### src/rtl/conv_layer_sequencer_pkg.sv
// Shared definitions for the convolution layer sequencer: state encoding,
// control-word constants and the default watchdog limit.
package conv_seq_pkg;

  localparam logic [31:0] CTRL_GO     = 32'd1;
  localparam logic [31:0] CTRL_IDLE   = 32'd0;
  localparam logic [15:0] TIMEOUT_DEF = 16'hFFFF;

  typedef enum logic [2:0] {
    S_IDLE,
    S_ASSERT,
    S_WAIT_STS,
    S_RELEASE,
    S_WAIT_CLR,
    S_DONE
  } seq_state_e;

  // The two states in which the sequencer is waiting on the controller.
  function automatic logic is_wait_state(seq_state_e s);
    return (s == S_WAIT_STS) || (s == S_WAIT_CLR);
  endfunction

endpackage

### src/rtl/conv_layer_sequencer_if.sv
// Control/init/finish/status handshake between the layer sequencer (master)
// and the convolution controller (slave).
interface conv_layer_sequencer_if;
  logic [31:0] control;
  logic [31:0] init;
  logic [31:0] finish;
  logic [31:0] status;

  modport master (output control, output init, output finish, input status);
  modport slave  (input control, input init, input finish, output status);
endinterface

### src/rtl/conv_layer_sequencer_watchdog.sv
// Down-counting watchdog: reloaded on clear, counts while enabled, and
// reports expiry once the count has reached zero in an enabled state.
module seq_watchdog #(
  parameter int               TMO_W   = 16,
  parameter logic [TMO_W-1:0] TIMEOUT = '1
) (
  input  logic clk,
  input  logic reset,
  input  logic clear_i,
  input  logic enable_i,
  output logic expired_o
);

  logic [TMO_W-1:0] cnt_q, cnt_d;

  // Reload has priority so a state change into another wait state restarts the budget.
  always_comb begin
    cnt_d = cnt_q;
    if (clear_i) begin
      cnt_d = TIMEOUT;
    end else if (enable_i && (cnt_q != '0)) begin
      cnt_d = cnt_q - TMO_W'(1);
    end
  end

  // Counter register.
  always_ff @(posedge clk) begin
    if (!reset) cnt_q <= '0;
    else        cnt_q <= cnt_d;
  end

  assign expired_o = enable_i && (cnt_q == '0);

endmodule

### src/rtl/conv_layer_sequencer.sv
// Layer sequencer: runs num_passes control/status handshakes with the
// convolution controller, flagging init on the first pass and finish on the
// last. All outputs come straight from flops.
//
//   state      | meaning
//   -----------+-----------------------------------------------------------
//   S_IDLE     | waiting for start
//   S_ASSERT   | one cycle; raises control with init/finish for this pass
//   S_WAIT_STS | control held, waiting for status[0]=1 (watchdog running)
//   S_RELEASE  | one cycle; drops control/init/finish
//   S_WAIT_CLR | waiting for status[0]=0 before next pass (watchdog running)
//   S_DONE     | one cycle; produces the done pulse
module conv_layer_sequencer
  import conv_seq_pkg::*;
#(
  parameter int               PASS_W  = 8,
  parameter int               TMO_W   = 16,
  parameter logic [TMO_W-1:0] TIMEOUT = TIMEOUT_DEF
) (
  input  logic                  clk,
  input  logic                  reset,
  input  logic                  start_i,
  input  logic [PASS_W-1:0]     num_passes_i,
  input  logic                  abort_i,
  conv_layer_sequencer_if.master ctrl,
  output logic [PASS_W-1:0]     pass_idx_o,
  output logic                  busy_o,
  output logic                  done_o,
  output logic                  error_o
);

  seq_state_e        state_q, state_d;
  logic [PASS_W-1:0] n_q, n_d;
  logic [PASS_W-1:0] pass_idx_q, pass_idx_d;
  logic              abort_flag_q, abort_flag_d;
  logic              control_q, control_d;
  logic              init_q, init_d;
  logic              finish_q, finish_d;
  logic              busy_q, busy_d;
  logic              done_q, done_d;
  logic              error_q, error_d;
  logic              last_pass;
  logic              wd_clear, wd_enable, wd_expired;
  logic              unused_status;

  assign last_pass = (pass_idx_q == (n_q - PASS_W'(1)));
  assign wd_clear  = is_wait_state(state_d) && (state_d != state_q);
  assign wd_enable = is_wait_state(state_q);

  seq_watchdog #(
    .TMO_W   (TMO_W),
    .TIMEOUT (TIMEOUT)
  ) u_watchdog (
    .clk       (clk),
    .reset     (reset),
    .clear_i   (wd_clear),
    .enable_i  (wd_enable),
    .expired_o (wd_expired)
  );

  // Next-state and next-output logic; outputs change on the edge that leaves a state.
  always_comb begin
    state_d      = state_q;
    n_d          = n_q;
    pass_idx_d   = pass_idx_q;
    abort_flag_d = abort_flag_q;
    control_d    = control_q;
    init_d       = init_q;
    finish_d     = finish_q;
    error_d      = error_q;
    done_d       = 1'b0;

    case (state_q)
      S_IDLE: begin
        if (start_i) begin
          error_d      = 1'b0;
          abort_flag_d = 1'b0;
          pass_idx_d   = '0;
          if (num_passes_i != '0) begin
            n_d     = num_passes_i;
            state_d = S_ASSERT;
          end else begin
            state_d = S_DONE;
          end
        end
      end
      S_ASSERT: begin
        if (abort_i) begin
          control_d    = 1'b0;
          init_d       = 1'b0;
          finish_d     = 1'b0;
          error_d      = 1'b1;
          abort_flag_d = 1'b1;
          state_d      = S_WAIT_CLR;
        end else begin
          control_d = 1'b1;
          init_d    = (pass_idx_q == '0);
          finish_d  = last_pass;
          state_d   = S_WAIT_STS;
        end
      end
      S_WAIT_STS: begin
        if (abort_i) begin
          control_d    = 1'b0;
          init_d       = 1'b0;
          finish_d     = 1'b0;
          error_d      = 1'b1;
          abort_flag_d = 1'b1;
          state_d      = S_WAIT_CLR;
        end else if (ctrl.status[0]) begin
          state_d = S_RELEASE;
        end else if (wd_expired) begin
          control_d = 1'b0;
          init_d    = 1'b0;
          finish_d  = 1'b0;
          error_d   = 1'b1;
          state_d   = S_IDLE;
        end
      end
      S_RELEASE: begin
        control_d = 1'b0;
        init_d    = 1'b0;
        finish_d  = 1'b0;
        state_d   = S_WAIT_CLR;
      end
      S_WAIT_CLR: begin
        if (!ctrl.status[0]) begin
          if (abort_flag_q) begin
            state_d = S_IDLE;
          end else if (last_pass) begin
            state_d = S_DONE;
          end else begin
            pass_idx_d = pass_idx_q + PASS_W'(1);
            state_d    = S_ASSERT;
          end
        end else if (wd_expired) begin
          error_d = 1'b1;
          state_d = S_IDLE;
        end
      end
      S_DONE: begin
        done_d  = 1'b1;
        state_d = S_IDLE;
      end
      default: begin
        state_d = S_IDLE;
      end
    endcase

    busy_d = (state_d != S_IDLE) && (state_d != S_DONE);
  end

  // State and output registers.
  always_ff @(posedge clk) begin
    if (!reset) begin
      state_q      <= S_IDLE;
      n_q          <= '0;
      pass_idx_q   <= '0;
      abort_flag_q <= 1'b0;
      control_q    <= 1'b0;
      init_q       <= 1'b0;
      finish_q     <= 1'b0;
      busy_q       <= 1'b0;
      done_q       <= 1'b0;
      error_q      <= 1'b0;
    end else begin
      state_q      <= state_d;
      n_q          <= n_d;
      pass_idx_q   <= pass_idx_d;
      abort_flag_q <= abort_flag_d;
      control_q    <= control_d;
      init_q       <= init_d;
      finish_q     <= finish_d;
      busy_q       <= busy_d;
      done_q       <= done_d;
      error_q      <= error_d;
    end
  end

  assign ctrl.control = control_q ? CTRL_GO : CTRL_IDLE;
  assign ctrl.init    = init_q    ? CTRL_GO : CTRL_IDLE;
  assign ctrl.finish  = finish_q  ? CTRL_GO : CTRL_IDLE;
  assign pass_idx_o   = pass_idx_q;
  assign busy_o       = busy_q;
  assign done_o       = done_q;
  assign error_o      = error_q;

  // Only bit 0 of the controller status carries meaning.
  assign unused_status = ^ctrl.status[31:1];

endmodule
### src/flat_wrapper.sv
// flat-port wrapper written by rule: the top's interface ports become plain ports
module conv_layer_sequencer_flat import conv_seq_pkg::*;
#(
  parameter int               PASS_W  = 8,
  parameter int               TMO_W   = 16,
  parameter logic [TMO_W-1:0] TIMEOUT = TIMEOUT_DEF
)
  (clk, reset, start_i, num_passes_i, abort_i, pass_idx_o, busy_o, done_o, error_o, ctrl_control, ctrl_init, ctrl_finish, ctrl_status);
  conv_layer_sequencer_if ctrl_i ();
  input  logic clk;
  input  logic reset;
  input  logic start_i;
  input  logic [PASS_W-1:0] num_passes_i;
  input  logic abort_i;
  output logic [PASS_W-1:0] pass_idx_o;
  output logic busy_o;
  output logic done_o;
  output logic error_o;
  output wire logic [$bits(ctrl_i.control)-1:0] ctrl_control;
  output wire logic [$bits(ctrl_i.init)-1:0] ctrl_init;
  output wire logic [$bits(ctrl_i.finish)-1:0] ctrl_finish;
  input wire logic [$bits(ctrl_i.status)-1:0] ctrl_status;
  assign ctrl_control = ctrl_i.control;
  assign ctrl_init = ctrl_i.init;
  assign ctrl_finish = ctrl_i.finish;
  assign ctrl_i.status = ctrl_status;
  conv_layer_sequencer #(.PASS_W(PASS_W), .TMO_W(TMO_W), .TIMEOUT(TIMEOUT)) u_core (.clk(clk), .reset(reset), .start_i(start_i), .num_passes_i(num_passes_i), .abort_i(abort_i), .ctrl(ctrl_i), .pass_idx_o(pass_idx_o), .busy_o(busy_o), .done_o(done_o), .error_o(error_o));
endmodule
### config.mk
export PLATFORM = sky130hd
export DESIGN_NAME = conv_layer_sequencer_flat
export DESIGN_NICKNAME = d
export VERILOG_FILES = /design/src/rtl/conv_layer_sequencer_pkg.sv /design/src/rtl/conv_layer_sequencer_if.sv /design/src/rtl/conv_layer_sequencer_watchdog.sv /design/src/rtl/conv_layer_sequencer.sv /design/src/flat_wrapper.sv
export SDC_FILE = /design/constraint.sdc
export NUM_CORES = 1
export LEC_CHECK = 0
export BUFFER_PORTS_ARGS = -buffer_cell sky130_fd_sc_hd__buf_4
export CAP_MARGIN = 25
export CORE_MARGIN = 4
export CORE_UTILIZATION = 40
export DETAILED_ROUTE_END_ITERATION = 10
export PLACE_DENSITY_LB_ADDON = 0.05
export SKIP_LAST_GASP = 1
export SYNTH_ARGS = -nofsm -noshare
export SYNTH_HDL_FRONTEND = slang
export SYNTH_SLANG_ARGS = --single-unit
export TNS_END_PERCENT = 100
### constraint.sdc
create_clock -name clk -period 5.7 [get_ports clk]
set_clock_uncertainty 0.05 [all_clocks]
set_input_delay 0.57 -clock clk [delete_from_list [all_inputs] [get_ports clk]]
set_output_delay 0.57 -clock clk [all_outputs]
set_load 0.005 [all_outputs]
---- Yosys cells after proc, flatten, opt, wreduce, memory -nomap -nowiden ----
Cells that the tools add are included.
storage, ports and cells
  output and inout bits ................... 107
  word-level logic and storage cells ...... 94
  input bits .............................. 44
  register bits after elaboration ......... 42
cells by class
  multiplexer cells ....................... 38
  reduce and logical (&&, ||, !) cells .... 23
  $add $sub $neg .......................... 3
  eq/ne operators ......................... 19
operators by type and width
  operator                                              count
  2-to-1 mux 16 bit                                     2
  2-to-1 mux 8 bit                                      4
  2-to-1 mux 3 bit                                      9
  zero test 16 bit                                      1
  2-to-1 mux 1 bit                                      16
  one-hot mux 8 bit (2 select lines)                    1
  nonzero test 16 bit                                   1
  subtractor 16 x 1 -> 16 bit (second input constant)   1
  one-hot mux 3 bit (5 select lines)                    1
  inequality test 2 bit (second input constant)         6
  AND reduction 5 bit                                   2
  equality test 3 x 2 -> 1 bit (second input constant)  3
  equality test 3 bit (second input constant)           3
  inequality test 3 bit (second input constant)         3
  one-hot mux 1 bit (3 select lines)                    3
  AND reduction 3 bit                                   3
  adder 8 x 1 -> 8 bit (second input constant)          1
  equality test 8 bit                                   1
  zero test 8 bit                                       1
  nonzero test 8 bit                                    1
  subtractor 8 x 1 -> 8 bit (second input constant)     1
  nonzero test 2 bit                                    3
  nonzero test 3 bit                                    2
  logical AND 1 bit                                     4
  9 further kinds                                       10

---- Depth between registers and ports, before layout ----
Gate-level depths: netlist of run 1.
  depth after elaboration ................. 11
  mapped depth ............................ 11
  depth with buffers taken out ............ 9

---- By module ----
A second synthesis of run 1 with hierarchy kept.
unflattened totals
  cells, all modules ...................... 413
  area total of the unflattened synthesis .. 3,377.0 um2
modules (own cells, without submodules)
  module                sequential area each (um2)  times used  area each (um2)  cells each
  conv_layer_sequencer  520.5                       1           2,321.0          295
  seq_watchdog          320.3                       1           1,056.0          118

---- Least setup slack after synthesis of run 1 ----
OpenSTA, ideal clock, no wires.
  path type ............................... register to register
  start point ............................. register u_core.n_q[0]
  end point ............................... register u_core.pass_idx_q[3], in the netlist u_core.pass_idx_o[3]
  setup slack ............................. 3.477 ns
  data arrival time ....................... 2.057 ns
  cell stages (with the launch flop) ...... 12
  library setup time ...................... 0.116 ns
  period minus slack after synthesis ...... 2.223 ns
  buffers on the path ..................... 2
  required time ........................... 5.534 ns
  path through ............................ dfxtp_1 -> inv_1 -> ha_1 -> buf_2 -> xor2_1 -> nor2_1 -> a211oi_1 -> a2111oi_4 -> a31oi_2 -> buf_6 -> a21oi_1 -> a31o_2
between the ends
  longest elaborated chain between the ends .. 4
ends and longest elaborated chain
  what                             RTL line                     RTL
  start: declaration               conv_layer_sequencer.sv:33   logic [PASS_W-1:0] n_q, n_d;
  start signal: assignment         conv_layer_sequencer.sv:168  n_q <= n_d;
  subtractor 8 x 1 -> 8 bit        conv_layer_sequencer.sv:46   assign last_pass = (pass_idx_q == (n_q - PASS_W'(1)));
  equality test 8 bit              conv_layer_sequencer.sv:46
  inequality test 2 bit (no line)  -
  AND reduction 5 bit (no line)    -
  end signal: assignment           conv_layer_sequencer.sv:169  pass_idx_q <= pass_idx_d;
  end: declaration                 conv_layer_sequencer.sv:34   logic [PASS_W-1:0] pass_idx_q, pass_idx_d;
Every way passes these cells.
A chain may end at the register's enable or synchronous reset.

---- Worst setup path in the final report of run 1 ----
  start point ............................. register u_core.u_watchdog.cnt_q[0]
  end point ............................... register u_core.u_watchdog.cnt_q[6]
between the ends
  longest elaborated chain between the ends .. 10
  elaborated cells on any way between the ends .. 18
  those cells by class .................... add/sub (1); eq/ne (3); mux (7); reduce/logical (7)
ends and longest elaborated chain
  what                                                                 RTL line                                                  RTL
  start: declaration                                                   conv_layer_sequencer_watchdog.sv:14                       logic [TMO_W-1:0] cnt_q, cnt_d;
  start signal: assignment                                             conv_layer_sequencer_watchdog.sv:29                       else cnt_q <= cnt_d;
  zero test 16 bit                                                     conv_layer_sequencer_watchdog.sv:32                       assign expired_o = enable_i && (cnt_q == '0);
  logical AND 1 bit                                                    conv_layer_sequencer_watchdog.sv:32
  2-to-1 mux 3 bit                                                     conv_layer_sequencer.sv:112, conv_layer_sequencer.sv:136
  2-to-1 mux 3 bit                                                     conv_layer_sequencer.sv:110                               end else if (ctrl.status[0]) begin
  2-to-1 mux 3 bit                                                     conv_layer_sequencer.sv:103                               if (abort_i) begin
  one-hot mux 3 bit (5 select lines)                                   conv_layer_sequencer.sv:73                                case (state_q)
  equality test 3 x 2 -> 1 bit or equality test 3 bit (tied branches)  conv_layer_sequencer_pkg.sv:20                            return (s == S_WAIT_STS) || (s == S_WAIT_CLR);
  logical OR 1 bit                                                     conv_layer_sequencer_pkg.sv:20
  logical AND 1 bit                                                    conv_layer_sequencer.sv:47                                assign wd_clear = is_wait_state(state_d) && (state_d != state_q);
  2-to-1 mux 16 bit or nonzero test 2 bit (tied branches)              -
Parallel ways exist; a longest one is shown, timed or not. The select of a mux whose other input is x is not followed.

==> results of run 1 <==
synth_stat cells, types with 4 or more instances:
library cell               n
sky130_fd_sc_hd__dfxtp_1  42
sky130_fd_sc_hd__buf_6     4
sky130_fd_sc_hd__xnor2_1  19
sky130_fd_sc_hd__o21ai_0   6
sky130_fd_sc_hd__inv_1    12
sky130_fd_sc_hd__a31oi_1   5
sky130_fd_sc_hd__xor2_1    8
sky130_fd_sc_hd__nand4_1   5
sky130_fd_sc_hd__buf_4    98
sky130_fd_sc_hd__a21oi_1  32
sky130_fd_sc_hd__nand2_1  21
sky130_fd_sc_hd__a21o_1    4
sky130_fd_sc_hd__nor2_1   33
sky130_fd_sc_hd__ha_1      5
sky130_fd_sc_hd__nor4_1    7
sky130_fd_sc_hd__mux2i_1   7
sky130_fd_sc_hd__nor3_1    9
sky130_fd_sc_hd__and3_1    8
sky130_fd_sc_hd__nand3_1  13
worst max path at each step:
stage                                          start                          to  slack, ns  cells after the start
after floorplan                        u_core.n_q[0]        u_core.pass_idx_o[3]       3.48                     11
after global placement    u_core.u_watchdog.cnt_q[0]  u_core.u_watchdog.cnt_q[6]       2.86                      9
after detailed placement  u_core.u_watchdog.cnt_q[0]  u_core.u_watchdog.cnt_q[6]       2.84                      9
after CTS                 u_core.u_watchdog.cnt_q[0]  u_core.u_watchdog.cnt_q[6]       2.82                      9
after global routing      u_core.u_watchdog.cnt_q[0]  u_core.u_watchdog.cnt_q[7]       2.57                      9
final                     u_core.u_watchdog.cnt_q[0]  u_core.u_watchdog.cnt_q[6]       2.85                      9
cell usage in the layout, fill, tap and decap left out, types with 2 or more instances in the layout:
cell | Yosys | routed
sky130_fd_sc_hd__and3_2 | 2 | 2
sky130_fd_sc_hd__mux2i_1 | 7 | 7
sky130_fd_sc_hd__conb_1 | 1 | 93
sky130_fd_sc_hd__nand2_1 | 21 | 21
sky130_fd_sc_hd__a31o_2 | 2 | 2
sky130_fd_sc_hd__nor4_1 | 7 | 7
sky130_fd_sc_hd__o21bai_1 | 2 | 2
sky130_fd_sc_hd__clkbuf_8 | 0 | 6
sky130_fd_sc_hd__nor4b_1 | 2 | 2
sky130_fd_sc_hd__xor2_1 | 8 | 8
sky130_fd_sc_hd__nand4_1 | 5 | 5
sky130_fd_sc_hd__and3_1 | 8 | 8
sky130_fd_sc_hd__ha_1 | 5 | 5
sky130_fd_sc_hd__nor3_1 | 9 | 9
sky130_fd_sc_hd__nor2_1 | 33 | 33
sky130_fd_sc_hd__a31oi_1 | 5 | 5
sky130_fd_sc_hd__xnor2_1 | 19 | 19
sky130_fd_sc_hd__dfxtp_1 | 42 | 42
sky130_fd_sc_hd__buf_4 | 98 | 26
sky130_fd_sc_hd__a21o_1 | 4 | 4
sky130_fd_sc_hd__a211oi_1 | 2 | 2
sky130_fd_sc_hd__o21ai_0 | 6 | 6
sky130_fd_sc_hd__inv_1 | 12 | 12
sky130_fd_sc_hd__a22oi_1 | 2 | 2
sky130_fd_sc_hd__nor2b_1 | 2 | 2
sky130_fd_sc_hd__nand3_1 | 13 | 13
sky130_fd_sc_hd__a21oi_1 | 32 | 32
logic make-up (layout without fill, tap and decap cells):
group | Yosys count | after routing | share of synthesized area
buf+inv | 121 | 46 | 0.2759
mux | 7 | 7 | 0.02249
flops | 42 | 42 | 0.2699
simple gates | 116 | 116 | 0.2032
compound gates | 63 | 63 | 0.1313
other cells | 1 | 93 | 0.001204
xor+xnor | 27 | 27 | 0.07590
fa+ha+maj | 5 | 5 | 0.02008
sequential cells by signal (all words and copies together), names as in the netlist:
signal / flops
u_core.u_watchdog.cnt_q: 16
u_core.n_q: 8
u_core.pass_idx_o: 8
u_core.state_q: 3
u_core.abort_flag_q: 1
u_core.busy_o: 1
u_core.control_q: 1
u_core.done_o: 1
u_core.error_o: 1
u_core.finish_q: 1
u_core.init_q: 1
stage by stage:
stage               setup slack, ns  power (uW)  cells  hold WS (ns)  instance area, um^2
detailed placement            2.838       687.5    490        0.4066                 2965
CTS                           2.822       894.0    498        0.4183                 3057
global route                  2.573       955.0    498        0.4580                 3057
floorplan                     3.477       667.3    474        0.3864                 3461
global placement              2.858       686.8    490        0.3998                 2965
finish                        2.850       880.4    498        0.4125                 3057
final cells by class:
cell class	count	area (um^2)	share of cell area
Clock buffer	7	86.33	0.02824
Clock inverter	1	5.005	0.001637
Inverter	12	45.04	0.01474
Multi-Input combinational cell	311	1760	0.5759
Sequential cell	42	840.8	0.2751
Tap cell	99	123.9	0.04052
Timing Repair Buffer	26	195.2	0.06386
tightest hold or removal path, cell delays in order, from the launching register on:
cell,delay [ns]
sky130_fd_sc_hd__dfxtp_1,0.32
sky130_fd_sc_hd__nand2_1,0.05
sky130_fd_sc_hd__o21ai_0,0.06
metal layers:
layer	global-route usage	vias to the layer above
met1	0.1822	1026
met3	0.02658	8
met5	0	-
met4	0.02844	0
met2	0.2001	63
li1	-	1141
where the power goes:
group	switching (uW)	total, uW	internal, uW
clock network	103	201	97.9
logic	178	304	126
registers	45.6	376	331
total	326	880	554
==> out/qor_table.md, run 1 <==
| Item | This run | Unit |
|:---|:---|:---|
| DRC viols | 0 | - |
| Core Box Area | 7408 | um^2 |
| Run status | completed | - |
| Count of input and output buffers | 26 | - |
| Horiz. Die Dim | 96.26 | um |
| H-Tree Depth | 2 | - |
| Top area cells in the synthesized netlist | sky130_fd_sc_hd__dfxtp_1 27%, sky130_fd_sc_hd__buf_4 24%, sky130_fd_sc_hd__xnor2_1 5.3% | - |
| Final count of hold timing violations | 0 | - |
| Logic depth of the worst register-to-register path | 9 | - |
| Number of global-route vias before repair | 1890 | - |
| Antenna violation net count after detailed routing | 0 | - |
| Post-detail-place hpwl | 4732 | um |
| Kind of critical path | flop to flop | - |
| Final min period | 2.850 | ns |
| Highest clock frequency the design can meet | 0.3509 | GHz |
| Clock latency at the later pin of the worst-skew pair | 0.29 | ns |
| Highest metal layer used by the detailed router | met4 | - |
| Total wire length after detailed routing | 6120 | um |
| Maximum clock insertion buffer count | 2 | - |
| Met3 Routed Length | 392 | um |
| Largest fanout on the critical path | 16 | - |
| CP Data Arrival Time | 2.94 | ns |
| Tightest Hold Check Type | flop to flop | - |
| Total clock buffers created by CTS | 5 | - |
| Fraction of synthesized cell area taken by the top area cell type | 0.2699 | - |
| Series of cell instances along the critical path | inv_1 -> ha_1 -> nor4b_1 -> nand4_1 -> a211oi_1 -> nand2b_1 -> inv_1 -> or2_1 -> a31oi_1 | - |
| Setup repair bufs after CTS | 0 | - |
| Filler cell count in the final layout | 794 | - |
| Vias per cell | 4.494 | - |
| Hold buffer count at CTS | 0 | - |
| Total buffers and inverters traversed by the critical path | 2 | - |
| Avg Synthesized Cell Area | 8.156 | um^2 |
| Hold depth | 2 | - |
| Data required time at the worst endpoint | 5.79 | ns |
| Number of synthesized register bits | 42 | - |
| Number of violations reported at the end of detailed-routing iteration 0 | 109 | - |
| Antenna cells | 0 | - |
| Post-CTS clock slew at the launch and capture registers of the worst setup and hold paths | 0.08 | ns |
| Largest net degree at the start of global routing | 30 | - |
| Die ar. | 9265 | um^2 |
| Count of warnings emitted by yosys | 0 | - |
| Sequential area share after synthesis | 0.2699 | - |
| Share of flip-flops with an asynchronous set or reset after synthesis | 0 | - |
| Flop2flop setup slack | 2.85 | ns |
| Endpoint of the worst hold-timing path | u_core.init_q | - |
| RSZ-0062 raised after global routing | no | - |
| Synth-to-Final Area Change | -1.888 | % |
| I/O pin count | 151 | - |
| Final Net Count | 447 | - |
| Fraction of layout instances using a drive strength above 1 | 0.1178 | - |
| Power per Cell Area | 288.0 | nW/um^2 |
| Family with the most delay on the worst path | simple AND/OR/NAND/NOR gates | - |
| Setup TNS | 0 | ns |
| Final Core Density | 0.4126 | - |
| Worst vdd ir | 0.1363 | mV |
| Worst max-slew margin expressed relative to the limit | 0.3938 | - |
| Category of the worst setup path launch point | flop | - |
| Startpoint of the tightest hold check path | u_core.init_q | - |
| Wl on met1 | 2720 | um |
| Final GP Congestion | 0.7227 | - |
| Global routing usage summed across all routing layers | 0.1287 | - |
| First-pass GRT wire length | 9397 | um |
| Vias after detailed routing | 2238 | - |
| Post-synth EDFFs | 0 | - |
| Leftover overflow at the end of global routing | 0 | - |
| Count of endpoints failing setup in the final report | 0 | - |
| Effective utilization at floorplan | 0.4205 | - |
| Most instantiated flip-flop cell in the synthesis netlist | sky130_fd_sc_hd__dfxtp_1 | - |
| Number of standard cells after synthesis | 382 | - |
| Actual transition at the worst max-transition pin | 0.9083 | ns |
| Quantity of gates resized following cts | 0 | - |
| Buffer type at the clock tree root | sky130_fd_sc_hd__clkbuf_8 | - |
| Detailed-router iteration count before antenna repair | 4 | - |
| Final routed wire length divided by cell count | 12.29 | um |
| Slowest stage cell, crit path | sky130_fd_sc_hd__or2_1 | - |
| Top cell type by total area after synthesis | sky130_fd_sc_hd__dfxtp_1 | - |
| Nature of the critical path endpoint | flop | - |
| CP dominant cell by count | sky130_fd_sc_hd__inv_1 | - |
| Distinct cell type count of the synthesized netlist | 52 | - |
| Max-capacitance violation count | 0 | - |
| Launch instance of the worst register-to-register path | u_core.u_watchdog.cnt_q[0] | - |
| Clock tree from TritonCTS | built | - |
| Reported leakage power | 0.001385 | uW |
| Number of rows in the core area | 31 | - |
| Area of the mapped netlist | 3115 | um^2 |
| Final Slew Violations | 0 | - |
| Period Utilization, post-route | 0.4999 | - |
| Crit Reg-Reg Endpoint | u_core.u_watchdog.cnt_q[6] | - |
| Crit path largest cell delay | 0.50 | ns |
| Y dimension of the die | 96.26 | um |
| Sink count of the clock tree | 42 | - |
| Antenna violations before repair | 0 | - |
| Length of routed met2 wiring | 2959 | um |
Power figures use the tool's default switching activity.
==> inputs of run 2 (changes only) <==
ABC_AREA = 1   (was unset)
clock period = 2.9 ns   (was 5.7 ns; I/O delays follow)
==> out/qor_table.md, run 2 <==
| Item | This run | Unit | vs previous |
|:---|:---|:---|:---|
| Final Net Count | 551 | - | was 447 |
| Largest fanout on the critical path | 11 | - | was 16 |
| Horiz. Die Dim | 99.05 | um | was 96.26 um |
| Vias after detailed routing | 2682 | - | was 2238 |
| Fraction of synthesized cell area taken by the top area cell type | 0.2536 | - | was 0.2699 |
| Largest net degree at the start of global routing | 29 | - | was 30 |
| Maximum clock insertion buffer count | 2 | - | unchanged |
| Period Utilization, post-route | 0.7094 | - | was 0.4999 |
| Run status | completed | - | unchanged |
| Total clock buffers created by CTS | 5 | - | unchanged |
| Nature of the critical path endpoint | flop | - | unchanged |
| Avg Synthesized Cell Area | 6.879 | um^2 | was 8.156 um^2 |
| Quantity of gates resized following cts | 0 | - | unchanged |
| Clock tree from TritonCTS | built | - | unchanged |
| Total buffers and inverters traversed by the critical path | 2 | - | unchanged |
| Post-synth top cells | 97 x sky130_fd_sc_hd__buf_4, 78 x sky130_fd_sc_hd__nand2_1, 53 x sky130_fd_sc_hd__nor2_1 | - | was 98 x sky130_fd_sc_hd__buf_4, 42 x sky130_fd_sc_hd__dfxtp_1, 33 x sky130_fd_sc_hd__nor2_1 |
| Tightest Hold Check Type | input port to flop | - | was flop to flop |
| Launch instance of the worst register-to-register path | u_core.state_q[2] | - | was u_core.u_watchdog.cnt_q[0] |
| Final GP Congestion | 0.8065 | - | was 0.7227 |
| Distinct cell type count of the synthesized netlist | 32 | - | was 52 |
| Core Box Area | 7888 | um^2 | was 7408 um^2 |
| Global routing usage summed across all routing layers | 0.1353 | - | was 0.1287 |
| Leading cell type in the layout, fill and taps excluded | sky130_fd_sc_hd__conb_1 | - | unchanged |
| H-Tree Depth | 2 | - | unchanged |
| Family with the most delay on the worst path | simple AND/OR/NAND/NOR gates | - | unchanged |
| Crit Reg-Reg Endpoint | u_core.u_watchdog.cnt_q[12] | - | was u_core.u_watchdog.cnt_q[6] |
| Pre-CTS setup slack | 0.8495 | ns | was 2.838 ns |
| Category of the worst setup path launch point | flop | - | unchanged |
| Final routed wire length divided by cell count | 11.50 | um | was 12.29 um |
| Final count of hold timing violations | 0 | - | unchanged |
| Clock latency at the later pin of the worst-skew pair | 0.29 | ns | about the same |
| Top cell type by total area after synthesis | sky130_fd_sc_hd__dfxtp_1 | - | unchanged |
| Die ar. | 9810 | um^2 | was 9265 um^2 |
| Count of warnings emitted by yosys | 0 | - | unchanged |
| Sequential area share after synthesis | 0.2536 | - | was 0.2699 |
| Final min period | 2.057 | ns | was 2.850 ns |
| Most frequent cell after synthesis | sky130_fd_sc_hd__buf_4 | - | unchanged |
| Hold depth | 3 | - | was 2 |
| Count of input and output buffers | 26 | - | unchanged |
| Vias per cell | 4.433 | - | was 4.494 |
| Top area cells in the synthesized netlist | sky130_fd_sc_hd__dfxtp_1 25%, sky130_fd_sc_hd__buf_4 22%, sky130_fd_sc_hd__nand2_1 8.8% | - | was sky130_fd_sc_hd__dfxtp_1 27%, sky130_fd_sc_hd__buf_4 24%, sky130_fd_sc_hd__xnor2_1 5.3% |
| Final Slew Violations | 0 | - | unchanged |
| Data required time at the worst endpoint | 3.01 | ns | was 5.79 ns |
| Leftover overflow at the end of global routing | 0 | - | unchanged |
| Largest register FFs | 16 | - | unchanged |
| Post-detail-place hpwl | 5382 | um | was 4732 um |
| Slowest stage cell, crit path | sky130_fd_sc_hd__dfxtp_1 | - | was sky130_fd_sc_hd__or2_1 |
| Final total power | 1797 | uW | was 880.4 uW |
| Synth-to-Final Area Change | 0.03770 | % | was -1.888% |
| Actual transition at the worst max-transition pin | 0.5887 | ns | was 0.9083 ns |
| Antenna violation net count after detailed routing | 0 | - | unchanged |
| CP Data Arrival Time | 2.17 | ns | was 2.94 ns |
| Number of rows in the core area | 32 | - | was 31 |
| Largest register by flop count | u_core.u_watchdog.cnt_q | - | unchanged |
| Antenna violations before repair | 0 | - | unchanged |
| Endpoint of the worst hold-timing path | u_core.n_q[5] | - | was u_core.init_q |
| Number of violations reported at the end of detailed-routing iteration 0 | 94 | - | was 109 |
| I/O pin count | 151 | - | unchanged |
| Final worst-path setup slack | 0.8426 | ns | was 2.850 ns |
| Buffer type at the clock tree root | sky130_fd_sc_hd__clkbuf_8 | - | unchanged |
| Post-synth EDFFs | 0 | - | unchanged |
| Logic depth of the worst register-to-register path | 9 | - | unchanged |
| DRC viols | 0 | - | unchanged |
| Number of global-route vias before repair | 2377 | - | was 1890 |
| Share of flip-flops with an asynchronous set or reset after synthesis | 0 | - | unchanged |
| Flop2flop setup slack | 0.84 | ns | was 2.85 ns |
| Most instantiated flip-flop cell in the synthesis netlist | sky130_fd_sc_hd__dfxtp_1 | - | unchanged |
| Post-CTS clock slew at the launch and capture registers of the worst setup and hold paths | 0.09 | ns | was 0.08 ns |
| Crit path largest cell delay | 0.47 | ns | was 0.50 ns |
| Number of synthesized register bits | 42 | - | unchanged |
| Hold buffer count at CTS | 0 | - | unchanged |
| Kind of critical path | flop to flop | - | unchanged |
| Startpoint of the tightest hold check path | num_passes_i[5] | - | was u_core.init_q |
| Worst max-slew margin expressed relative to the limit | 0.6071 | - | was 0.3938 |
| Total wire length after detailed routing | 6956 | um | was 6120 um |
| Number of standard cells after synthesis | 482 | - | was 382 |
| Max-capacitance violation count | 0 | - | unchanged |
| Series of cell instances along the critical path | inv_2 -> nand3_4 -> nor2_1 -> nor2_2 -> nand2_2 -> nand4_1 -> o21ai_0 -> inv_1 -> a21oi_1 | - | was inv_1 -> ha_1 -> nor4b_1 -> nand4_1 -> a211oi_1 -> nand2b_1 -> inv_1 -> or2_1 -> a31oi_1 |
| Count of endpoints failing setup in the final report | 0 | - | unchanged |
| Most used cells in the layout excluding fill and tap cells | 93 x sky130_fd_sc_hd__conb_1, 78 x sky130_fd_sc_hd__nand2_1, 53 x sky130_fd_sc_hd__nor2_1, 42 x sky130_fd_sc_hd__dfxtp_1 | - | was 93 x sky130_fd_sc_hd__conb_1, 42 x sky130_fd_sc_hd__dfxtp_1, 33 x sky130_fd_sc_hd__nor2_1, 32 x sky130_fd_sc_hd__a21oi_1, 26 x sky130_fd_sc_hd__buf_4 |
| Area of the mapped netlist | 3316 | um^2 | was 3115 um^2 |
| Reported leakage power | 0.001588 | uW | was 0.001385 uW |
| First-pass GRT wire length | 11030 | um | was 9397 um |
| Antenna cells | 0 | - | unchanged |
| Y dimension of the die | 99.05 | um | was 96.26 um |
| RSZ-0062 raised after global routing | no | - | unchanged |
| Setup TNS | 0 | ns | unchanged |
| Fraction of layout instances using a drive strength above 1 | 0.1412 | - | was 0.1178 |
| Effective utilization at floorplan | 0.4204 | - | was 0.4205 |
| Setup repair bufs after CTS | 0 | - | unchanged |
| Highest clock frequency the design can meet | 0.4861 | GHz | was 0.3509 GHz |
| Power per Cell Area | 541.9 | nW/um^2 | was 288.0 nW/um^2 |
| Detailed-router iteration count before antenna repair | 4 | - | unchanged |
| Worst vdd ir | 0.2365 | mV | was 0.1363 mV |
| Sink count of the clock tree | 42 | - | unchanged |
[run 2: cell count changes in the layout (fill, tap and decap cells not counted), moves of 6 or more]
cell / previous run / this run
sky130_fd_sc_hd__inv_1: 12 / 35
sky130_fd_sc_hd__nand2_2: 0 / 7
sky130_fd_sc_hd__and3_1: 8 / 0
sky130_fd_sc_hd__o21ai_0: 6 / 21
sky130_fd_sc_hd__nand2_1: 21 / 78
sky130_fd_sc_hd__nor2_1: 33 / 53
sky130_fd_sc_hd__nand3_1: 13 / 27
sky130_fd_sc_hd__mux2i_1: 7 / 0
sky130_fd_sc_hd__xor2_1: 8 / 14
sky130_fd_sc_hd__xnor2_1: 19 / 5
sky130_fd_sc_hd__nor2_2: 1 / 13
[run 2: worst max-delay path by stage]
stage / start / end / slack, ns / cells past startpoint
6_report: u_core.state_q[2] / u_core.u_watchdog.cnt_q[12] / 0.84 / 9
5_1_grt: u_core.state_q[2] / u_core.u_watchdog.cnt_q[12] / 0.67 / 9
2_1_floorplan: u_core.n_q[0] / u_core.pass_idx_o[6] / 1.15 / 14
4_1_cts: u_core.state_q[2] / u_core.u_watchdog.cnt_q[12] / 0.83 / 9
3_5_place_dp: u_core.state_q[2] / u_core.u_watchdog.cnt_q[12] / 0.85 / 9
3_3_place_gp: u_core.state_q[2] / u_core.u_watchdog.cnt_q[12] / 0.89 / 9
[run 2: cell type report]
cell class | instances | area [um^2]
fillers | 858 | 4571
multi-input cells | 386 | 1889
flip-flops and latches | 42 | 840.8
repair buffers | 26 | 195.2
inverters | 41 | 155.1
well taps | 102 | 127.6
clock buffers | 5 | 68.82
clock inverters | 3 | 40.04
[run 2: routing by layer]
| layer | up-vias | wire length [um] | GRT usage |
|---|---|---|---|
| li1 | 1380 | - | - |
| met1 | 1191 | 3284 | 0.1779 |
| met2 | 102 | 3066 | 0.2252 |
| met3 | 9 | 482 | 0.02052 |
| met4 | 0 | 123 | 0.04622 |
| met5 | - | 0 | 0 |
[run 2: where the power goes]
group / leakage [uW] / switching [uW] / internal, uW
registers: 0.000344 / 66.8 / 642
logic: 0.00119 / 398 / 222
clock network: 0.0000579 / 214 / 254
[run 2: through the flow]
stage / utilization / instances / hold WS (ns) / area (um^2)
finish: 0.4205 / 605 / 0.1793 / 3317
floorplan: - / 574 / 0.3749 / 3661
CTS: 0.4205 / 605 / 0.1677 / 3317
global route: 0.4205 / 605 / 0.1716 / 3317
global placement: 0.4067 / 597 / 0.4047 / 3208
detailed placement: 0.4067 / 597 / 0.4043 / 3208
[run 2: kinds of logic after synthesis]
logic type                 share of synthesized area
AOI/OAI and AO/OA                            0.09698
DFF                                           0.2536
buffers and inverters                         0.2808
and+or+nand+nor                               0.2985
other                                       0.001131
xor gates and xnor gates                     0.05019
adders and majority gates                    0.01887
[run 2: tightest hold or removal path, cell delays in order]
cell and delay, ns:
sky130_fd_sc_hd__buf_4 0.08, sky130_fd_sc_hd__nor2_1 0.03, sky130_fd_sc_hd__nor2_1 0.08
